--- src/rtl/vin_freq_pkg.sv ---
// Shared types and widths for the multi-channel period scheduler.
package vin_freq_pkg;

    localparam int unsigned RES_W = 32;
    localparam int unsigned CH_W  = 4;

    typedef enum logic [2:0] {
        S_IDLE,
        S_SELECT,
        S_ARM,
        S_MEASURE,
        S_STORE
    } state_t;

endpackage

--- src/rtl/vin_edge_sync.sv ---
// Two-flop synchronizer plus history flop; one-cycle pulse on a synced rising edge.
module vin_edge_sync (
    input  logic clk,
    input  logic rst_n,
    input  logic din,
    output logic rise_c
);

    logic [1:0] sync_q;
    logic       hist_q;

    always_ff @(posedge clk or negedge rst_n) begin
        if (!rst_n) begin
            sync_q <= 2'b00;
            hist_q <= 1'b0;
        end else begin
            sync_q <= {sync_q[0], din};
            hist_q <= sync_q[1];
        end
    end

    assign rise_c = sync_q[1] & ~hist_q;

endmodule

--- src/rtl/vin_freq_scheduler.sv ---
// Round-robin period meter: one shared counter and FSM measure each enabled
// channel's period in clk cycles and publish it into a per-channel result slice.
module vin_freq_scheduler
    import vin_freq_pkg::*;
#(
    parameter int unsigned NUM_CH    = 4,
    parameter int unsigned RESET_CNT = 25000000,
    parameter int unsigned SETTLE    = 3
) (
    input  logic                    clk,
    input  logic                    rst_n,
    input  logic [NUM_CH-1:0]       SIGNAL,
    input  logic [NUM_CH-1:0]       enable_mask,
    output logic [RES_W*NUM_CH-1:0] frequency,
    output logic [NUM_CH-1:0]       update,
    output logic                    busy,
    output logic [CH_W-1:0]         cur_ch
);

    localparam logic [RES_W-1:0] TIMEOUT_LAST = RES_W'(RESET_CNT - 1);
    localparam logic [RES_W-1:0] SETTLE_LAST  = RES_W'(SETTLE - 1);

    state_t            state_q, state_d;
    logic [RES_W-1:0]  cnt_q, cnt_d;
    logic [CH_W-1:0]   cur_ch_q, cur_ch_d;
    logic [RES_W-1:0]  freq_q [NUM_CH];
    logic [NUM_CH-1:0] rise_c;
    logic              cur_rise_c, cur_en_c, any_en_c, store_c;
    logic [CH_W-1:0]   adv_ch_c, first_ch_c;
    logic [RES_W-1:0]  result_c;

    // Next enabled index strictly above cur, else the lowest enabled index (may be cur itself).
    function automatic logic [CH_W-1:0] next_enabled(input logic [NUM_CH-1:0] mask,
                                                     input logic [CH_W-1:0]   cur);
        logic [CH_W-1:0] hi, lo;
        logic            found_hi;
        hi       = '0;
        lo       = '0;
        found_hi = 1'b0;
        for (int j = int'(NUM_CH) - 1; j >= 0; j--) begin
            if (mask[j]) begin
                lo = CH_W'(j);
                if (CH_W'(j) > cur) begin
                    hi       = CH_W'(j);
                    found_hi = 1'b1;
                end
            end
        end
        return found_hi ? hi : lo;
    endfunction

    for (genvar g = 0; g < int'(NUM_CH); g++) begin : g_sync
        vin_edge_sync u_sync (
            .clk    (clk),
            .rst_n  (rst_n),
            .din    (SIGNAL[g]),
            .rise_c (rise_c[g])
        );
        assign frequency[g*RES_W +: RES_W] = freq_q[g];
    end

    // Per-channel views of the channel that currently owns the counter.
    always_comb begin
        cur_rise_c = 1'b0;
        cur_en_c   = 1'b0;
        for (int unsigned i = 0; i < NUM_CH; i++) begin
            if (cur_ch_q == CH_W'(i)) begin
                cur_rise_c = rise_c[i];
                cur_en_c   = enable_mask[i];
            end
        end
    end

    assign any_en_c   = |enable_mask;
    assign adv_ch_c   = next_enabled(enable_mask, cur_ch_q);
    assign first_ch_c = next_enabled(enable_mask, {CH_W{1'b1}});

    always_comb begin
        state_d  = state_q;
        cnt_d    = cnt_q;
        cur_ch_d = cur_ch_q;
        store_c  = 1'b0;
        result_c = '0;
        case (state_q)
            S_IDLE: begin
                if (any_en_c) begin
                    cur_ch_d = first_ch_c;
                    cnt_d    = '0;
                    state_d  = S_SELECT;
                end
            end
            S_SELECT: begin
                if (!cur_en_c) begin
                    cnt_d    = '0;
                    cur_ch_d = any_en_c ? adv_ch_c : cur_ch_q;
                    state_d  = any_en_c ? S_SELECT : S_IDLE;
                end else if (cnt_q == SETTLE_LAST) begin
                    cnt_d   = '0;
                    state_d = S_ARM;
                end else begin
                    cnt_d = cnt_q + RES_W'(1);
                end
            end
            S_ARM: begin
                if (!cur_en_c) begin
                    cnt_d    = '0;
                    cur_ch_d = any_en_c ? adv_ch_c : cur_ch_q;
                    state_d  = any_en_c ? S_SELECT : S_IDLE;
                end else if (cur_rise_c) begin
                    cnt_d   = '0;
                    state_d = S_MEASURE;
                end else if (cnt_q == TIMEOUT_LAST) begin
                    store_c = 1'b1;
                    state_d = S_STORE;
                end else begin
                    cnt_d = cnt_q + RES_W'(1);
                end
            end
            S_MEASURE: begin
                if (!cur_en_c) begin
                    cnt_d    = '0;
                    cur_ch_d = any_en_c ? adv_ch_c : cur_ch_q;
                    state_d  = any_en_c ? S_SELECT : S_IDLE;
                end else if (cur_rise_c) begin
                    store_c  = 1'b1;
                    result_c = cnt_q + RES_W'(1);
                    state_d  = S_STORE;
                end else if (cnt_q == TIMEOUT_LAST) begin
                    store_c = 1'b1;
                    state_d = S_STORE;
                end else begin
                    cnt_d = cnt_q + RES_W'(1);
                end
            end
            S_STORE: begin
                cnt_d    = '0;
                cur_ch_d = any_en_c ? adv_ch_c : cur_ch_q;
                state_d  = any_en_c ? S_SELECT : S_IDLE;
            end
            default: state_d = S_IDLE;
        endcase
    end

    // Result and update are written on entry to STORE so they line up with the STORE cycle.
    always_ff @(posedge clk or negedge rst_n) begin
        if (!rst_n) begin
            state_q  <= S_IDLE;
            cnt_q    <= '0;
            cur_ch_q <= '0;
            busy     <= 1'b0;
            update   <= '0;
            for (int i = 0; i < int'(NUM_CH); i++) freq_q[i] <= '0;
        end else begin
            state_q  <= state_d;
            cnt_q    <= cnt_d;
            cur_ch_q <= cur_ch_d;
            busy     <= (state_d != S_IDLE);
            for (int i = 0; i < int'(NUM_CH); i++) begin
                update[i] <= store_c && (cur_ch_q == CH_W'(i));
                if (store_c && (cur_ch_q == CH_W'(i))) freq_q[i] <= result_c;
            end
        end
    end

    assign cur_ch = cur_ch_q;

endmodule

--- config.mk ---
export PLATFORM = sky130hd
export DESIGN_NAME = vin_freq_scheduler
export DESIGN_NICKNAME = d
export VERILOG_FILES = /design/src/rtl/vin_freq_pkg.sv /design/src/rtl/vin_edge_sync.sv /design/src/rtl/vin_freq_scheduler.sv
export SDC_FILE = /design/constraint.sdc
export NUM_CORES = 1
export LEC_CHECK = 0
export BUFFER_PORTS_ARGS = -buffer_cell sky130_fd_sc_hd__buf_2
export CELL_PAD_IN_SITES_DETAIL_PLACEMENT = 2
export CELL_PAD_IN_SITES_GLOBAL_PLACEMENT = 2
export CORE_UTILIZATION = 26
export DETAILED_ROUTE_END_ITERATION = 12
export PLACE_DENSITY_LB_ADDON = 0.15
export SETUP_SLACK_MARGIN = 0.5
export SLEW_MARGIN = 20
export SYNTH_ARGS = -nofsm -noshare
export SYNTH_HDL_FRONTEND = slang
export SYNTH_SLANG_ARGS = --single-unit
--- constraint.sdc ---
create_clock -name clk -period 3.11 [get_ports clk]
set_input_delay 0.4665 -clock clk [delete_from_list [all_inputs] [get_ports clk]]
set_output_delay 0.4665 -clock clk [all_outputs]
set_load 0.05 [all_outputs]
==> flow_summary_export.csv <==
group,metric,value,unit
finish,n_fill_cell,3393,
place,dp_cells,1340,
logic_synthesis,synth.avg_cell_area,10.0,um2
place,pre_cts_ws,0.360,ns
timing,finClkSkew,0.0104,ns
finish,drive_above_1_share,28.6,%
global_route,grt_pass1_vias,7120,
setup_path,reg2reg_depth,7,
setup_path,r2r_start,"cnt_q[4]$_DFFE_PN0P_",
power_and_ir_drop,vdd_drop_max,380,uV
routing,avgRoutedWirePerCell,20.7,um
setup_path,slowest_stage,"dfrtp_1",
clock_tree,clock-sinks,182,
floorplan,initial_core_util,26.5,%
clock_tree,clock_latency,0.44,ns
global_route,met3_usage,2.95,%
setup_path,worstPathMaxFanout,8,
place,hpwlAfterDp,19400,um
power_and_ir_drop,p_leak,0.00495,uW
global_route,overflow,0,
finish,seq_area,0.00457,mm2
routing,via_per_inst,4.81,
setup_path,regToRegSetupSlack,0.53,ns
setup_path,endpoint_kind,"register",
floorplan,die-area,0.0320,mm2
global_route,grtUsageTotal,17.7,%
job,cap_violations,0,
logic_synthesis,synthDistinctLibCells,68,
timing,slew_headroom,45.8,%
place,numPortBuffers,144,
outcome,status,"finished clean",
routing,drtAntennaViolNets,0,
setup_path,critPathArrivalTime,2.86,ns
logic_synthesis,yosysSeqAreaShare,56.0,%
timing,worstMarginPinSlew,0.813,ns
worst_hold_path,min_path_type,"in -> async",
setup_path,cp.required,3.39,ns
floorplan,die_x,179,um
floorplan,coreArea,0.0307,mm2
routing,via_count,6700,
global_route,grt_max_degree,94,
clock_tree,cts-root-buf,"clkbuf_16",
timing,finalHoldViolations,0,
logic_synthesis,async_flop_share,100,%
global_route,antenna_found_initial,0,
setup_path,timing.rr.end,"frequency[73]$_DFFE_PN0P_",
logic_synthesis,ys_warn_count,0,
logic_synthesis,synth_top_flop_cell,"dfrtp_1",
logic_synthesis,syn_area,0.00813,mm2
finish,final_cells,1394,
timing,finalMaxSlewViolations,0,
place,placedInstanceArea,0.00943,mm2
timing,setup_ws,0.531,ns
finish,final_area,0.0104,mm2
power_and_ir_drop,p_per_area,605,mW/mm2
timing,fin_crit,2.58,ns
place,gp_congestion,0.764,
logic_synthesis,synthCells,813,
timing,period_share,82.9,%
floorplan,rows,64,
setup_path,cp-start-kind,"register",
setup_path,slowest_delay,0.53,ns
clock_tree,path_clk_slew,0.07,ns
timing,setup_viol,0,
power_and_ir_drop,p_total,6290,uW
routing,dr.pass1.iters,4,
timing,grt_setup_unrepaired,"yes",
floorplan,fp.dieH,179,um
setup_path,crit_start,"cnt_q[4]$_DFFE_PN0P_",
clock_tree,cts_buffer_depth,2,
routing,routed_wl,28900,um
logic_synthesis,synth-seq-cells,182,
clock_tree,cts_tree,"yes",
finish,nets,997,
global_route,grt_use_met1,24.7,%
clock_tree,numCtsBuffers,17,
setup_path,crit_end,"frequency[73]$_DFFE_PN0P_",
logic_synthesis,synth-edff-count,0,
global_route,use_met2,28.4,%
setup_path,critical_path_class,"reg -> reg",
timing,fmax,388,MHz
finish,multiInputGateArea,0.00323,mm2
finish,num_antenna_cells,0,
floorplan,io-pin-count,147,
setup_path,path_cells,"nand4_4 -> or4_4 -> o31a_1 -> or3_4 -> buf_12 -> nand2_1 -> o21ai_0",
timing,setup_tns,0,ns
global_route,grt_busiest_layer,"met2",
finish,area_growth,27.8,%
routing,drt_iter0_drc,361,
global_route,grt_pass1_wl,42600,um
routing,drc,0,
clock_tree,htree_num_levels,4,
[layout make-up]
class,instances,share of cell area (%)
well taps,396,4.77
flip-flops and latches,182,44.0
multi-input cells,550,31.1
inverters,33,1.19
clock inverters,12,1.12
repair buffers,201,13.4
clock buffers,20,4.49
[kinds of logic (layout without fill, tap and decap cells)]
group / after synthesis / in the layout / share of synthesized area [%]
simple gates: 300 / 300 / 18.2
compound gates: 191 / 191 / 13.0
flops: 182 / 182 / 56.0
buf+inv: 82 / 266 / 5.28
mux: 36 / 36 / 5.06
xor+xnor: 19 / 19 / 2.05
fa+ha+maj: 2 / 2 / 0.308
other cells: 1 / 2 / 0.0461
[routing by layer]
layer  share of wire (%)  vias to the layer above
met3                 3.0                       19
li1                    -                     3116
met1                  48                     3461
met4                 1.1                        0
met5                   0                        -
met2                  48                      104
[synth_stat cells, drive strengths merged (2+ instances only)]
library cell,number,area (um2)
ha,2,25.0
o21ai,130,654
buf,26,196
nand3,22,110
xnor2,10,87.6
nand2b,3,18.8
mux2i,22,220
or3,14,88.8
dfrtp,182,4550
a21oi,28,140
nor2b,4,25.0
nor3b,2,26.3
and2,8,50.1
mux2,11,124
xor2,9,78.8
nor2,30,113
or2b,10,82.6
nor4,10,62.6
a221o,3,30.0
a21o,15,113
nor3,8,45.0
nand4,12,81.3
nor4b,2,17.5
and3,7,43.8
clkbuf,23,109
and4,5,45.0
or4,2,18.8
nand2,146,548
inv,33,124
or2,8,50.1
mux4,3,67.6
and2b,4,31.3
o2bb2ai,2,17.5
[state kept, by name, summed over array words and instances (netlist names)]
| register | count |
|---|---|
| frequency | 128 |
| cnt_q | 32 |
| g_sync.u_sync.sync_q | 8 |
| g_sync.u_sync.hist_q | 4 |
| update | 4 |
| state_q | 3 |
| cur_ch | 2 |
| busy | 1 |
[power by group]
| group | total [uW] | switching, uW | internal, uW |
|---|---|---|---|
| clock | 2190 | 1010 | 1180 |
| combinational | 1500 | 1020 | 475 |
| sequential | 2600 | 118 | 2480 |
[cell usage in the layout (no fill, tap or decap), types with 10 or more instances in the layout]
cell	Yosys	final
nand3_1	22	22
or3_1	13	12
dfrtp_2	0	12
nor2_1	30	30
a21oi_1	28	28
mux2i_1	22	21
inv_1	33	33
clkbuf_16	0	22
dfrtp_1	182	170
nand2_1	146	142
buf_2	13	143
a21o_1	15	15
o21ai_1	37	49
nand4_1	11	11
xnor2_1	10	10
buf_4	7	39
o21ai_0	92	80
[per-stage QoR]
step | util, % | hold slack, ns
final | 33.9 | 0.105
after global routing | 33.9 | 0.107
after CTS | 32.9 | 0.108
after detailed placement | 30.8 | 0.336
after global placement | 30.8 | 0.332
after floorplan | - | 0.171
[what timing repair did]
item	in CTS	in global routing
buffers inserted	3	11
setup endpoints to repair	93	124
pin swaps	2	8
resized for setup	9	33
hold buffers	0	0
cloned	1	7
[worst max-delay path, delay by kind of cell (launching register included)]
| family | cells | cell delay [ns] |
|---|---|---|
| AND/OR/NAND/NOR | 4 | 1.26 |
| flip-flops | 1 | 0.53 |
| AO/OA/AOI/OAI | 2 | 0.44 |
| buffers and inverters | 1 | 0.20 |
[how the worst min path moves through the flow]
stage / slack [ns] / end
finish: 0.10 / frequency[41]$_DFFE_PN0P_
CTS: 0.11 / g_sync[2].u_sync.sync_q[0]$_DFF_PN0_
global placement: 0.33 / g_sync[2].u_sync.sync_q[1]$_DFF_PN0_
detailed placement: 0.34 / g_sync[3].u_sync.sync_q[1]$_DFF_PN0_
global route: 0.11 / g_sync[2].u_sync.sync_q[0]$_DFF_PN0_
floorplan: 0.17 / busy$_DFF_PN0_
(Power assumes the default switching activity.)
